<file path="src/rtl/display_pkg.sv">
// Shared constants and helpers for the 7-segment display path.
package display_pkg;

  localparam int unsigned NUM_DIGITS_DEFAULT = 6;

  // Active-high segment patterns, bit order {g,f,e,d,c,b,a}.
  localparam logic [6:0] SEG_0    = 7'h3F;
  localparam logic [6:0] SEG_1    = 7'h06;
  localparam logic [6:0] SEG_2    = 7'h5B;
  localparam logic [6:0] SEG_3    = 7'h4F;
  localparam logic [6:0] SEG_4    = 7'h66;
  localparam logic [6:0] SEG_5    = 7'h6D;
  localparam logic [6:0] SEG_6    = 7'h7D;
  localparam logic [6:0] SEG_7    = 7'h07;
  localparam logic [6:0] SEG_8    = 7'h7F;
  localparam logic [6:0] SEG_9    = 7'h6F;
  localparam logic [6:0] SEG_DASH = 7'h40;
  localparam logic [6:0] SEG_OFF  = 7'h00;

  // Map an active-high pattern onto the pin polarity.
  function automatic logic [6:0] seg_polarity(input logic [6:0] seg, input logic active_low);
    return active_low ? ~seg : seg;
  endfunction

endpackage

</file>
<file path="src/rtl/bcd_to_seg7.sv">
// Combinational BCD nibble to active-high 7-segment decoder with blanking.
module bcd_to_seg7
  import display_pkg::*;
(
  input  logic [3:0] nibble_i,
  input  logic       blank_i,
  output logic [6:0] seg_o
);

  // Blank wins over the value; non-decimal nibbles show a dash.
  always_comb begin
    seg_o = SEG_DASH;
    if (blank_i) begin
      seg_o = SEG_OFF;
    end else begin
      case (nibble_i)
        4'd0:    seg_o = SEG_0;
        4'd1:    seg_o = SEG_1;
        4'd2:    seg_o = SEG_2;
        4'd3:    seg_o = SEG_3;
        4'd4:    seg_o = SEG_4;
        4'd5:    seg_o = SEG_5;
        4'd6:    seg_o = SEG_6;
        4'd7:    seg_o = SEG_7;
        4'd8:    seg_o = SEG_8;
        4'd9:    seg_o = SEG_9;
        default: seg_o = SEG_DASH;
      endcase
    end
  end

endmodule

</file>
<file path="src/rtl/bcd_display_scanner.sv">
// Time-multiplexed common-anode 7-segment scanner: per-frame snapshot, one dark cycle per
// digit slot, optional leading-zero blanking.
module bcd_display_scanner
  import display_pkg::*;
#(
  parameter int unsigned NUM_DIGITS     = NUM_DIGITS_DEFAULT,
  parameter int unsigned SCAN_DIV       = 1000,
  parameter int unsigned ACTIVE_LOW_SEG = 1
) (
  input  logic                    clock,
  input  logic                    reset,
  input  logic [4*NUM_DIGITS-1:0] io_bcd,
  input  logic                    io_blank_en,
  output logic [6:0]              io_seg,
  output logic [NUM_DIGITS-1:0]   io_an,
  output logic                    io_frame
);

  localparam int unsigned PreW = $clog2(SCAN_DIV);
  localparam int unsigned IdxW = (NUM_DIGITS > 1) ? $clog2(NUM_DIGITS) : 1;
  localparam logic [PreW-1:0] PreLast = PreW'(SCAN_DIV - 1);
  localparam logic [IdxW-1:0] IdxLast = IdxW'(NUM_DIGITS - 1);
  localparam logic            SegActiveLow = (ACTIVE_LOW_SEG != 0);
  localparam logic [6:0]      SegDark = seg_polarity(SEG_OFF, SegActiveLow);

  logic [PreW-1:0]         pre_q, pre_d;
  logic [IdxW-1:0]         idx_q, idx_d;
  logic [4*NUM_DIGITS-1:0] snap_q, snap_d;
  logic                    blank_snap_q, blank_snap_d;
  logic                    frame_q, frame_d;
  logic [NUM_DIGITS-1:0]   an_q, an_d;
  logic [6:0]              seg_q, seg_d;

  logic                    frame_start;
  logic                    lead_zero;
  logic [NUM_DIGITS-1:0]   blank_mask;
  logic [3:0]              cur_nibble;
  logic                    cur_blank;
  logic [6:0]              seg_raw;

  // Leading-zero mask: digit i is blanked while every digit from the top down to i is zero.
  always_comb begin
    lead_zero  = 1'b1;
    blank_mask = '0;
    for (int i = NUM_DIGITS - 1; i >= 1; i--) begin
      lead_zero     = lead_zero & (snap_q[4*i +: 4] == 4'h0);
      blank_mask[i] = blank_snap_q & lead_zero;
    end
  end

  // Select the snapshot nibble and blank flag of the digit in the current slot.
  always_comb begin
    cur_nibble = 4'h0;
    cur_blank  = 1'b0;
    for (int i = 0; i < NUM_DIGITS; i++) begin
      if (idx_q == IdxW'(i)) begin
        cur_nibble = snap_q[4*i +: 4];
        cur_blank  = blank_mask[i];
      end
    end
  end

  bcd_to_seg7 u_decode (
    .nibble_i (cur_nibble),
    .blank_i  (cur_blank),
    .seg_o    (seg_raw)
  );

  // Next-state for prescaler, digit index, snapshot and registered pins.
  always_comb begin
    frame_start  = (pre_q == '0) && (idx_q == '0);
    pre_d        = (pre_q == PreLast) ? '0 : pre_q + PreW'(1);
    idx_d        = idx_q;
    if (pre_q == PreLast) begin
      idx_d = (idx_q == IdxLast) ? '0 : idx_q + IdxW'(1);
    end
    snap_d       = snap_q;
    blank_snap_d = blank_snap_q;
    if (frame_start) begin
      snap_d       = io_bcd;
      blank_snap_d = io_blank_en;
    end
    frame_d = frame_start;
    // First cycle of each slot is dark; it also hides the snapshot update.
    an_d    = '1;
    seg_d   = SegDark;
    if (pre_q != '0) begin
      for (int i = 0; i < NUM_DIGITS; i++) begin
        an_d[i] = (idx_q != IdxW'(i));
      end
      seg_d = seg_polarity(seg_raw, SegActiveLow);
    end
  end

  // State and output registers with synchronous reset.
  always_ff @(posedge clock) begin
    if (reset) begin
      pre_q        <= '0;
      idx_q        <= '0;
      snap_q       <= '0;
      blank_snap_q <= 1'b0;
      frame_q      <= 1'b0;
      an_q         <= '1;
      seg_q        <= SegDark;
    end else begin
      pre_q        <= pre_d;
      idx_q        <= idx_d;
      snap_q       <= snap_d;
      blank_snap_q <= blank_snap_d;
      frame_q      <= frame_d;
      an_q         <= an_d;
      seg_q        <= seg_d;
    end
  end

  assign io_seg   = seg_q;
  assign io_an    = an_q;
  assign io_frame = frame_q;

endmodule
</file>
<file path="config.mk">
export PLATFORM = sky130hd
export DESIGN_NAME = bcd_display_scanner
export DESIGN_NICKNAME = d
export VERILOG_FILES = /design/src/rtl/display_pkg.sv /design/src/rtl/bcd_to_seg7.sv /design/src/rtl/bcd_display_scanner.sv
export SDC_FILE = /design/constraint.sdc
export NUM_CORES = 1
export LEC_CHECK = 0
export CAP_MARGIN = 20
export CORE_MARGIN = 2
export CORE_UTILIZATION = 57
export DETAILED_ROUTE_END_ITERATION = 12
export HOLD_SLACK_MARGIN = 0.05
export PLACE_DENSITY = 0.84
export SLEW_MARGIN = 20
export SYNTH_ARGS = -nofsm -noshare
export SYNTH_HDL_FRONTEND = slang
export SYNTH_HIERARCHICAL = 1
export SYNTH_SLANG_ARGS = --single-unit
</file>
<file path="constraint.sdc">
create_clock -name clock -period 4.4 [get_ports clock]
set_clock_uncertainty 0.05 [all_clocks]
set_input_delay 0.66 -clock clock [delete_from_list [all_inputs] [get_ports clock]]
set_output_delay 0.66 -clock clock [all_outputs]
set_load 0.03 [all_outputs]
</file>
After elaboration in Yosys (flattened, before gate mapping)
Memory sizes are Yosys's and may differ from the RTL's.
Cells that the tools add are included.
{ "totals": {"input_bits": 27, "ff_bits": 52, "mem_bits_ro": 112, "output_inout_bits": 14, "n_memories": 1} }
{ "mem_list": {"columns": ["memory", "depth", "width", "read_ports", "rd_clocked_by_memory_dff", "wr", "line_no", "rtl"], "rows": [
  ["(name not given)", 16, 7, 1, 0, 0, "bcd_to_seg7.sv:16", "case (nibble_i)"]
]} }
{ "op_classes": {"n_bitwise": 11, "n_reduce_logical": 12, "n_addsub": 2, "n_mux": 13, "n_eq_ne": 11} }
{ "op_table": {"columns": ["op", "n"], "rows": [
  ["$mux W4", 6],
  ["$logic_not A4 Y1", 5],
  ["$add A10 B1 Y10 const B", 1],
  ["$eq A10 B10 Y1 const B", 1],
  ["$logic_not A10 Y1", 1],
  ["$reduce_bool A10 Y1", 1],
  ["$and A1 B1 Y1", 9],
  ["$mux W7", 1],
  ["$not A7 Y7", 1],
  ["$eq A3 B2 Y1 const B", 2],
  ["$eq A3 B3 Y1 const B", 2],
  ["$ne A3 B2 Y1 const B", 2],
  ["$ne A3 B3 Y1 const B", 2],
  ["$mux W1", 5],
  ["$reduce_or A2 Y1", 2],
  ["$add A3 B1 Y3 const B", 1],
  ["$eq A3 B1 Y1 const B", 1],
  ["$logic_not A3 Y1", 1],
  ["$mux W3", 1],
  ["$ne A3 B1 Y1 const B", 1],
  ["$reduce_bool A3 Y1", 1],
  ["$logic_and A1 B1 Y1", 1],
  ["$not A1 Y1", 1]
]} }

Longest topological paths before layout
Gate-level depths: netlist of the first run.
{ "depth": {"ltp_word": 13, "ltp_mapped": 15, "depth_no_buf": 12} }

Modules after synthesis
Netlist of the first run, hierarchy kept.
{ "by_module_without_submodules": {"columns": ["mod", "seq_area_each_um2", "instances", "cells_per_inst", "area_per_inst_um2"], "rows": [
  ["bcd_display_scanner", 1041.0, 1, 270, 2364.8],
  ["bcd_to_seg7", 0.0, 1, 34, 210.2]
]} }

Worst setup path after synthesis of the first run
No wires, ideal clock.
{ "synth_timing": {"path_type": "reg-to-reg", "from": "reg idx_q[0]", "to": "reg seg_q[0], in the netlist io_seg[0]", "n_path_buf": 3, "setup_time_ns": 0.126, "stages_incl_launch_ff": 13, "arrival_time_ns": 2.819, "slack_ns": 1.405, "path_cell_list": "dfxtp_1 > buf_2 > clkbuf_1 > and2_1 > ha_1 > buf_1 > mux2i_1 > o21ai_0 > inv_1 > ha_1 > or4_1 > o31ai_1 > nand2_1"} }
{ "synth_between": {"elab_chain_cells": 10, "word_cells_on_any_way": 20, "classes_between": "eq/ne (5); mux (12); bitwise (1); reduce/logical (1); memory (1)"} }
{ "synth_lines": {"columns": ["element", "line_no", "rtl"], "rows": [
  ["start: declaration", "bcd_display_scanner.sv:27", "logic [IdxW-1:0] idx_q, idx_d;"],
  ["start signal: assignment", "bcd_display_scanner.sv:107", "idx_q <= idx_d;"],
  ["$logic_not A3 Y1", "bcd_display_scanner.sv:56", "if (idx_q == IdxW'(i)) begin"],
  ["$mux W4 (5 in series)", "bcd_display_scanner.sv:56", null],
  ["$mux W4 (*)", "bcd_display_scanner.sv:56", null],
  ["net cur_nibble[1]", "bcd_display_scanner.sv:37", "logic [3:0] cur_nibble;"],
  ["$mem_v2 Z16 W7 (*)", null, null],
  ["$mux W7 (*)", "bcd_to_seg7.sv:13", "if (blank_i) begin"],
  ["net seg_raw[0]", "bcd_display_scanner.sv:39", "logic [6:0] seg_raw;"],
  ["$not A7 Y7 (*)", "display_pkg.sv:22", "return active_low ? ~seg : seg;"],
  ["end signal: assignment", "bcd_display_scanner.sv:104", "seg_q <= SegDark;"],
  ["end signal: assignment", "bcd_display_scanner.sv:112", "seg_q <= seg_d;"],
  ["end: declaration", "bcd_display_scanner.sv:32", "logic [6:0] seg_q, seg_d;"]
]} }
Mark *: on every way through the listed nets, which the timed path passes. The rest lies on a longest branch.
A chain may end at the register's enable or synchronous reset.

Worst setup path in the final report of the first run
Same ends and word-level chain as after synthesis.

==> run summary, run 1 <==
Worst path required time: 4.52 ns
Vias in the first global route: 1957
TritonCTS clock tree: done
DR vias/cell: 5.44
Mapped cell area: 2570 µm²
Post-route antenna net violation count: 0
Clock slew at reported path FFs: 0.09 ns
Pins Over Slew Limit: 0
Xor/xnor share of the synthesized area: 0.0272
Final core occ: 0.701
Setup WS post-layout: 1.22 ns
Routed wire length per instance: 12.7 µm
Number of I/O port buffers: 40
First-pass GRT wire length: 8530 µm
Avg Inst Size Synth: 8.47 µm²
Final setup viols: 0
Setup TNS: 0 ns
Die W: 71.2 µm
DR vias: 2093
Pre-CTS setup slack: 1.24 ns
Outcome: completed
Sw power: 0.295 mW
Initial Util: 0.591
Synth cell types: 43
Flop2flop setup slack: 1.22 ns
Post-synthesis compound-gate area fraction: 0.155
Share of flip-flops with an asynchronous set or reset: 0
Crit path time final: 3.18 ns
Power Dens Cells: 358 nW/µm²
Finished Cell Area: 3050 µm²
Top_reg_cell synth: dfxtp_1
Syn-to-layout area delta: 18.6%
Worst slew margin: 0.364
Min Hold Slack: 0.400 ns
FF+latch count, synth: 52
Number of buffers created by CTS: 5
Final net count: 367
Worst Setup SP: idx_q[0]
Clock sinks: 52
Synth warnings: 6
Final WL: 4900 µm
Layout cells sized above 1: 0.147
Clock network fraction of design power: 0.325
Maximum Capacitance Violations: 0
H-tree Lvls: 2
Gp weighted congestion: 0.925
Worst-Skew Late Latency: 0.31 ns
Row cnt: 24
Mux cell area share after synthesis: 0.0505
Crit-path max FO: 20
Synth Area in Adders: 0.0389
Type of origin of the critical path: flop
R2r startpoint: idx_q[0]
Diode count: 0
Gate power share: 0.193
Worst-Margin Slew: 0.947 ns
Flop pwr share: 0.482
Final HPWL from detailed placement: 3530 µm
Internal Power: 0.798 mW
Gr ovfl total: 0
Resize count post-CTS: 0
Core Box Area: 4350 µm²
R2R cell count: 9
Seq/Total Area, Yosys: 0.404
Largest net degree at the start of global routing: 34
Fmax: 314 MHz
Static Leak: 1.07 nW
Post-CTS Setup Repair Bufs: 0
Drt pass-1 iters: 4
CP Capture Type: flop
Peak supply drop: 179 µV
Switching Share: 0.270
Total track usage: 0.210
Initial antenna violation count: 0
Simple-Gate Fraction of Synth Area: 0.258
Largest family of logic cells by synthesized area: simple AND/OR/NAND/NOR gates
Hold Path Class: reg -> reg
Mapped Nets: 339
Critical path class: reg -> reg
Clk buf depth: 2
Placed instance area: 2910 µm²
RSZ-0062 raised after global routing: no
Number of I/O pins: 41
Cell count after synthesis: 304
Hold Fails Final Rpt: 0
Number of synthesized flops with an enable pin: 0
Final period utilization: 0.723
DRT iter0 DRCs: 103
RR Endpoint: io_seg[0]
Clock Root Buffer: clkbuf_8
Die area: 5070 µm²
Die Ht: 71.2 µm
Hold_buf cts: 0
Crit path capture: io_seg[0]
Drt drc: 0
Critical Path AT: 3.30 ns
## worst max-delay path: stages, from the launching register on
cell and delay, ns:
dfxtp_1 0.78, and2_1 0.22, ha_1 0.40, mux2i_1 0.13, o21ai_0 0.46, inv_1 0.18
ha_1 0.21, or4_1 0.46, o31ai_1 0.08, nand2_1 0.07
## power groups by stage
stage | Clock [mW] | Combinational [mW] | Sequential (mW)
after global placement | 0 | 0.206 | 0.537
after detailed placement | 0 | 0.209 | 0.538
final | 0.355 | 0.211 | 0.526
after global routing | 0.378 | 0.235 | 0.531
after CTS | 0.360 | 0.209 | 0.526
after floorplan | 0 | 0.144 | 0.549
## cells in the final DEF, fill, tap and decap left out, types with 5 or more instances in the layout
cell / instances
nand3_1: 13
a21oi_2: 20
nor2_1: 25
nand2_1: 54
mux2i_1: 13
a21oi_1: 11
dfxtp_1: 52
clkdlybuf4s50_1: 40
inv_1: 9
nand4_1: 5
nor4_1: 5
clkbuf_8: 7
o21ai_0: 10
xnor2_1: 5
nand2_2: 15
ha_1: 8
## cell families after synthesis
| kind of cell | Yosys count |
|---|---|
| AO/OA/AOI/OAI | 56 |
| flip-flops | 52 |
| adder cells (fa/ha/maj) | 8 |
| multiplexers | 13 |
| XOR/XNOR | 8 |
| buffers and inverters | 31 |
| AND/OR/NAND/NOR | 136 |
## worst min-delay path by stage
stage / startpoint / end / slack, ns / depth (start not counted)
finish: blank_snap_q / blank_snap_q / 0.40 / 2
global route: blank_snap_q / blank_snap_q / 0.43 / 2
CTS: blank_snap_q / blank_snap_q / 0.40 / 2
detailed placement: blank_snap_q / blank_snap_q / 0.39 / 2
global placement: blank_snap_q / blank_snap_q / 0.39 / 2
floorplan: blank_snap_q / blank_snap_q / 0.38 / 2
## synthesized netlist by cell type, drive strengths merged, types with 2 or more instances
| cell type | number | share of area |
|---|---|---|
| ha | 8 | 0.039 |
| xor2 | 3 | 0.010 |
| o21ai | 10 | 0.019 |
| dfxtp | 52 | 0.40 |
| o21a | 2 | 0.0058 |
| a21oi | 31 | 0.089 |
| clkbuf | 10 | 0.015 |
| nor4 | 5 | 0.012 |
| nor3 | 4 | 0.0078 |
| o2bb2ai | 4 | 0.014 |
| xnor2 | 5 | 0.017 |
| inv | 10 | 0.015 |
| nand4 | 5 | 0.012 |
| nand3 | 13 | 0.025 |
| nor2 | 25 | 0.036 |
| nand2b | 2 | 0.0049 |
| buf | 11 | 0.037 |
| nor2b | 3 | 0.0073 |
| o31ai | 2 | 0.0058 |
| nor4b | 2 | 0.013 |
| nand2 | 69 | 0.12 |
| a31oi | 2 | 0.0049 |
| mux2i | 13 | 0.051 |
| and4 | 2 | 0.0068 |
## flip-flops by register name, summed over array words and instances, names as in the netlist
register      cells
snap_q           24
pre_q            10
io_seg            7
io_an             6
idx_q             3
blank_snap_q      1
io_frame          1
## metal layers
metal  global-route usage  vias up  share of wire
met5                    0        -              0
met4               0.0839        0          0.020
met3               0.0577        9          0.045
met2                0.355       50           0.48
met1                0.254      949           0.45
li1                     -     1085              -
## final cells by class
cell class                 count  area, µm²
clock inverter                 1       30.0
tap                           52       65.1
fill                         354       1300
clock buffer                   7       96.3
multi-input combinational    221       1360
timing repair buffer          42        419
sequential                    52       1040
inverter                      10       37.5
## through the flow
stage,power (mW),cells
after floorplan,0.693,304
after global placement,0.743,376
after detailed placement,0.747,376
after CTS,1.10,384
after global routing,1.14,385
final,1.09,385
Note: power is estimated with default switching activity, not from simulation.
==> run 2, diff against run 1 <==
--- a/config.mk
+++ b/config.mk
@@ -7,10 +7,10 @@
 export LEC_CHECK = 0
 export CAP_MARGIN = 20
 export CORE_MARGIN = 2
-export CORE_UTILIZATION = 57
+export CORE_UTILIZATION = 53
 export DETAILED_ROUTE_END_ITERATION = 12
 export HOLD_SLACK_MARGIN = 0.05
-export PLACE_DENSITY = 0.84
+export PLACE_DENSITY = 0.79
 export SLEW_MARGIN = 20
 export SYNTH_ARGS = -nofsm -noshare
 export SYNTH_HDL_FRONTEND = slang
==> constraint.sdc (replaced) <==
create_clock -name clock -period 3.2 [get_ports clock]
set_clock_uncertainty 0.05 [all_clocks]
set_input_delay 0.48 -clock clock [delete_from_list [all_inputs] [get_ports clock]]
set_output_delay 0.48 -clock clock [all_outputs]
set_load 0.03 [all_outputs]
==> run summary, run 2 (synthesis results as in run 1) <==
Type of origin of the critical path: flop
DRT iter0 DRCs: 112
Final period utilization: 0.897
Sw power: 0.404 mW
Setup TNS: 0 ns
Peak supply drop: 272 µV
Final core occ: 0.659
Drt drc: 0
Die Ht: 73.7 µm
RSZ-0062 raised after global routing: no
Clock sinks: 52
Worst path required time: 3.34 ns
Critical Path AT: 3.01 ns
Worst slew margin: 0.478
Vias in the first global route: 1970
Internal Power: 1.06 mW
Post-CTS Setup Repair Bufs: 0
Clock slew at reported path FFs: 0.09 ns
Critical path class: reg -> reg
Final setup viols: 0
Core Box Area: 4690 µm²
Clock Root Buffer: clkbuf_8
Crit path time final: 2.87 ns
First-pass GRT wire length: 8680 µm
Total track usage: 0.204
Final HPWL from detailed placement: 3670 µm
Initial Util: 0.549
Largest reg by FF count: snap_q
Placed Cells: 387
Number of I/O port buffers: 40
Largest net degree at the start of global routing: 27
CP Capture Type: flop
Final net count: 375
Diode count: 0
Final WL: 5040 µm
Flop pwr share: 0.496
Clk buf depth: 2
Clock network fraction of design power: 0.302
DR vias/cell: 5.34
Worst-Margin Slew: 0.775 ns
Routed wire length per instance: 12.8 µm
Non-filler instance count after layout: 395
Most common cell after layout, fill and taps aside: nand2_1
Layout cells sized above 1: 0.161
Commonest non-fill, non-tap cells in the layout: nand2_1, dfxtp_1, clkdlybuf4s50_1
Static Leak: 1.10 nW
Hold Path Class: reg -> reg
Die area: 5430 µm²
Syn-to-layout area delta: 20.1%
Number of buffers created by CTS: 5
H-tree Lvls: 2
Gate power share: 0.202
Initial antenna violation count: 0
Post-route antenna net violation count: 0
Hold_buf cts: 0
Drt pass-1 iters: 4
Maximum Capacitance Violations: 0
Switching Share: 0.276
Outcome: completed
Number of I/O pins: 41
Crit-path max FO: 15
Power Dens Cells: 472 nW/µm²
Row cnt: 25
Number of flip-flops under the largest register name: 24
Fmax: 348 MHz
Gp weighted congestion: 0.830
Gr ovfl total: 0
Hold Fails Final Rpt: 0
Resize count post-CTS: 0
TritonCTS clock tree: done
Pins Over Slew Limit: 0
Die W: 73.7 µm
Worst-Skew Late Latency: 0.31 ns
DR vias: 2111
[run 2: cell count changes in the layout (fill, tap and decap cells not counted)]
cell      delta
clkinv_2     +1
and4_2       -1
buf_6        -1
clkbuf_8     -2
and4_1       +1
clkbuf_1     +1
buf_4        +9
[run 2: area by class of cell]
type | instances | area (µm²)
multi-input combinational | 221 | 1360
inverter | 10 | 37.5
clock inverter | 2 | 35.0
tap | 54 | 67.6
sequential | 52 | 1040
clock buffer | 6 | 72.6
fill | 432 | 1600
timing repair buffer | 50 | 475
[run 2: critical path, cell delays in order, from the launching register on]
cell and delay [ns]:
dfxtp_1 0.58, inv_1 0.11, ha_1 0.37, mux2i_1 0.17, o21ai_0 0.48, inv_1 0.17, ha_1 0.21, or4_1 0.47
o31ai_1 0.08, nand2_1 0.07
[run 2: through the flow]
stage	cell area (µm²)	hold WS [ns]	setup WS, ns	total power [mW]
finish	3090	0.415	0.328	1.46
floorplan	2570	0.377	0.205	0.953
detailed placement	2980	0.406	0.378	1.04
global placement	2980	0.393	0.487	1.03
global route	3090	0.431	0.0344	1.53
CTS	3090	0.418	0.353	1.47
[run 2: final timing paths]
path                       end  slack [ns]  cells after the start          from
setup / recovery     io_seg[0]        0.33                      9      idx_q[2]
hold / removal    blank_snap_q        0.41                      2  blank_snap_q
setup reg to reg     io_seg[0]        0.33                      9      idx_q[2]
hold reg to reg   blank_snap_q        0.41                      2  blank_snap_q
[run 2: per-layer routing]
metal / global-route usage / share of wire
met4: 0.0747 / 0.021
met1: 0.251 / 0.45
met3: 0.0480 / 0.041
met2: 0.343 / 0.49
met5: 0 / 0
[run 2: power groups by stage]
| stage | Combinational [mW] | Sequential (mW) | Clock (mW) |
|---|---|---|---|
| CTS | 0.297 | 0.724 | 0.449 |
| finish | 0.295 | 0.724 | 0.441 |
| global route | 0.328 | 0.730 | 0.468 |
| floorplan | 0.197 | 0.755 | 0 |
| global placement | 0.290 | 0.738 | 0 |
| detailed placement | 0.296 | 0.740 | 0 |
==> run 3, diff against run 2 <==
--- a/config.mk
+++ b/config.mk
@@ -8,7 +8,9 @@
 export CAP_MARGIN = 20
 export CORE_MARGIN = 2
 export CORE_UTILIZATION = 53
+export CTS_CLUSTER_SIZE = 16
 export DETAILED_ROUTE_END_ITERATION = 12
+export GPL_TIMING_DRIVEN = 1
 export HOLD_SLACK_MARGIN = 0.05
 export PLACE_DENSITY = 0.79
 export SLEW_MARGIN = 20
==> results of run 3 <==
The final DEF is identical to that of run 2; final timing and power are the same.
==> patch 1: new RTL, config.mk and constraints of run 2 <==
`SCAN_DIV`: 1000 -> 2000.
--- a/src/rtl/bcd_display_scanner.sv
+++ b/src/rtl/bcd_display_scanner.sv
@@ -6,3 +6,3 @@
   parameter int unsigned NUM_DIGITS     = NUM_DIGITS_DEFAULT,
-  parameter int unsigned SCAN_DIV       = 1000,
+  parameter int unsigned SCAN_DIV       = 2000,
   parameter int unsigned ACTIVE_LOW_SEG = 1
Behaviour: same outputs for any inputs over 10 cycles, from zero or initial values and one cycle with reset high; that may be too few to reach the edited logic, so the function may still have changed.
==> patch 1 against run 2 <==
- non-clock buffer count down 5
- power down 3.4%
- sequential cell count up 1
- final area down 3.1%
- sequential power up 2%
- clock power down 9.3%
- routed wire length down 1.9%
- synthesized area down 3.2%
- worst setup slack worse by 0.046 ns
- die area down 3.0%
- highest routed layer unchanged
==> patch 1: results (changes against run 2) <==
logic_synthesis:
  syn_area_per_cell_um2: 8.199  # was 8.470 um2
  synth_common_cells: "nand2_1, dfxtp_1, a21oi_1"  # was nand2_1, dfxtp_1, nor2_1
  synthMuxAreaShare_pct: 4.217  # was 5.053%
  synth.distinct_cells: 37  # was 43
  seq_area_frac_synth_pct: 42.57  # was 40.43%
  ys_top_cells_by_area: "dfxtp_1, nand2_1, a21oi_1, nor2_1, ha_1"  # was dfxtp_1, nand2_1, a21oi_2, mux2i_1, ha_1
detailed_routing:
  met2WireLength_mm: 2.334  # was 2.483 mm
  wl_met3_um: 170  # was 208 um
  wl_per_cell_um: 12.64  # was 12.76 um
  drt_iter0_drc: 110  # was 112
placement:
  pre_cts_ws_ns: 0.3110  # was 0.3782 ns
  place.gp.congestion: 0.9743  # was 0.8296
  dp.cells: 383  # was 387
hold_path:
  min_from: "snap_q[3]"  # was blank_snap_q
power:
  leakagePower_nw: 1.137  # was 1.104 nW
  ir_drop_mv: 0.2590  # was 0.2720 mV
grt:
  track_usage_pct: 21.18  # was 20.36%
  grt_pass1_wl_mm: 8.756  # was 8.680 mm
finish:
  drive_above_1_share_pct: 9.145  # was 16.13%
  stdcell_count: 391  # was 395
  layout.nets: 373  # was 375
timing:
  finalCritPeriodShare_pct: 91.19  # was 89.74%
run_status:
  status: "finished clean"  # unchanged
setup_path:
  worstPathArrival_ns: 3.06  # was 3.01 ns
  worstPathMaxFanout: 11  # was 15
[patch 1: area by class of cell]
class	instances	area [um2]	area share [%]
multi-input cells	222	1290	43.05
flip-flops and latches	53	1061	35.41
repair buffers	45	437.9	14.61
clock buffers	7	96.34	3.215
well taps	52	65.06	2.171
inverters	11	41.29	1.378
clock inverters	1	5.005	0.1670
[patch 1: worst min-delay path by stage]
stage / end
3_5_place_dp: snap_q[1]
6_report: snap_q[3]
2_1_floorplan: pre_q[0]
3_3_place_gp: pre_q[0]
4_1_cts: snap_q[3]
5_1_grt: snap_q[22]
[patch 1: power by group]
group / leakage [nW] / internal, mW / switching, mW
clock network: 0.0542 / 0.196 / 0.204
registers: 0.435 / 0.707 / 0.0289
logic: 0.648 / 0.123 / 0.152
[patch 1: tightest hold or removal path, stage by stage (launching register included)]
cell	delay, ns
dfxtp_1	0.33
nand2_1	0.06
a21oi_1	0.05
==> patch 2: new RTL, config.mk and constraints of run 2 <==
Made on the original files. Remove the register `an_q`: a continuous assignment takes its place, so the output `io_an` follows one clock earlier.
--- a/src/rtl/bcd_display_scanner.sv
+++ b/src/rtl/bcd_display_scanner.sv
@@ -102,3 +102,2 @@
       frame_q      <= 1'b0;
-      an_q         <= '1;
       seg_q        <= SegDark;
@@ -110,3 +109,2 @@
       frame_q      <= frame_d;
-      an_q         <= an_d;
       seg_q        <= seg_d;
@@ -114,2 +112,4 @@
   end
+
+  assign an_q = an_d;
 
Check against the original RTL: not equivalent (a bounded check fails within 4 cycles, from zero or initial values and one cycle with reset high).
==> patch 2 against run 2 <==
- routed wire length down 11%
- maximum frequency grew 3.2%
- synthesized area down 11%
- sequential cell count decreased by 6
- sequential power shrank 11%
- worst setup slack improved by 0.090 ns
- final area decreased by 8.3%
- power fell by 6.3%
- critical endpoint unchanged
- highest routed layer unchanged
==> patch 2: results (changes against run 2) <==
grt:
  grt_pass1_wl_mm: 7.838  # was 8.680 mm
  grt_use_met2_pct: 31.09  # was 34.33%
  grt_use_met1_pct: 26.64  # was 25.15%
  antenna_found_initial: 0  # unchanged
  track_usage_pct: 19.74  # was 20.36%
  grt_max_degree: 34  # was 27
  met3_usage_pct: 4.797  # was 4.801%
  grt_pass1_vias: 1730  # was 1,970
logic_synthesis:
  synthesis.nets: 295  # was 339
  seq_area_frac_synth_pct: 40.31  # was 40.43%
  synth-async-reset-ratio_pct: 0  # unchanged
  synth_common_cells: "nor2_1, dfxtp_1, mux2i_1"  # was nand2_1, dfxtp_1, nor2_1
  ys_top_cells_by_area: "dfxtp_1, mux2i_1, nor2_1, ha_1, nand2_1"  # was dfxtp_1, nand2_1, a21oi_2, mux2i_1, ha_1
  synth.distinct_cells: 42  # was 43
placement:
  pre_cts_ws_ns: 0.4426  # was 0.3782 ns
  post-dp-hpwl_mm: 3.327  # was 3.672 mm
  placed_area_um2: 2723  # was 2984 um2
  place.gp.congestion: 0.8260  # was 0.8296
power:
  ir_drop_mv: 0.2717  # was 0.2720 mV
  leakagePower_nw: 1.144  # was 1.104 nW
  swShare_pct: 26.48  # was 27.63%
detailed_routing:
  via_per_inst: 5.352  # was 5.344
  drt_iter0_drc: 107  # was 112
  wl_per_cell_um: 12.87  # was 12.76 um
finish:
  layout.nets: 334  # was 375
  n_antenna_cell: 0  # unchanged
  fillers: 338  # was 432
  drive_above_1_share_pct: 6.689  # was 16.13%
timing:
  worst_pin_slew_ns: 0.6691  # was 0.7750 ns
  max_freq_ghz: 0.3594  # was 0.3482 GHz
setup_path:
  worstPathArrival_ns: 2.90  # was 3.01 ns
  crit_path_max_incr_delay_ns: 0.46  # was 0.58 ns
  worstPathMaxFanout: 10  # was 15
  crit_family: "simple AND/OR/NAND/NOR gates"  # was flip-flops
  cp_slowest_cell: "dfxtp_1"  # unchanged
  ff2ff_setup_slack_ns: 0.42  # was 0.33 ns
run_status:
  status: "finished clean"  # unchanged
clocking:
  clk_pin_slew_ns: 0.08
patch 2: per-stage QoR:
stage	hold WS, ns	instances
floorplan	0.3797	260
global placement	0.3955	342
detailed placement	0.4068	342
CTS	0.4267	349
global route	0.4740	349
finish	0.4216	349
patch 2: kinds of logic (layout without fill, tap and decap cells):
family | count (synthesis) | in the layout | synth area share (%)
compound gates | 26 | 26 | 7.558
buf+inv | 23 | 62 | 4.545
fa+ha+maj | 8 | 8 | 4.381
flops | 46 | 46 | 40.31
xor+xnor | 9 | 9 | 3.450
simple gates | 113 | 113 | 24.43
mux | 35 | 35 | 15.33
patch 2: worst paths after layout:
kind,from,end,cells past startpoint
setup / recovery,idx_q[2],io_seg[0],9
hold / removal,pre_q[0],pre_q[0],1
setup reg to reg,idx_q[2],io_seg[0],9
hold reg to reg,pre_q[0],pre_q[0],1
patch 2: area by class of cell:
| cell class | instances | area (um2) | area share (%) |
|---|---|---|---|
| Multi-Input combinational cell | 191 | 1260 | 44.44 |
| Clock inverter | 1 | 30.03 | 1.059 |
| Inverter | 9 | 33.78 | 1.192 |
| Sequential cell | 46 | 920.9 | 32.48 |
| Tap cell | 50 | 62.56 | 2.207 |
| Clock buffer | 6 | 82.58 | 2.913 |
| Timing Repair Buffer | 46 | 445.4 | 15.71 |
patch 2: power groups by stage:
stage | Clock (mW) | Sequential [mW] | Combinational, mW
after floorplan | 0 | 0.676 | 0.177
after global placement | 0 | 0.658 | 0.278
after detailed placement | 0 | 0.659 | 0.285
after CTS | 0.451 | 0.646 | 0.287
after global routing | 0.474 | 0.651 | 0.314
final | 0.439 | 0.646 | 0.284
patch 2: worst reg2reg max path: stages, from the launching register on:
cell	delay, ns
dfxtp_1	0.46
inv_1	0.10
ha_1	0.31
or2_2	0.34
o221ai_1	0.40
inv_1	0.16
ha_1	0.21
or4_1	0.46
o31ai_1	0.08
nand2_1	0.08
patch 2: layer usage:
| metal | wire length, um | vias up | share of wire (%) |
|---|---|---|---|
| met5 | 0 | - | 0 |
| met1 | 2191 | 845 | 49 |
| li1 | - | 967 | - |
| met3 | 216 | 6 | 4.8 |
| met2 | 2022 | 50 | 45 |
| met4 | 59 | 0 | 1.3 |
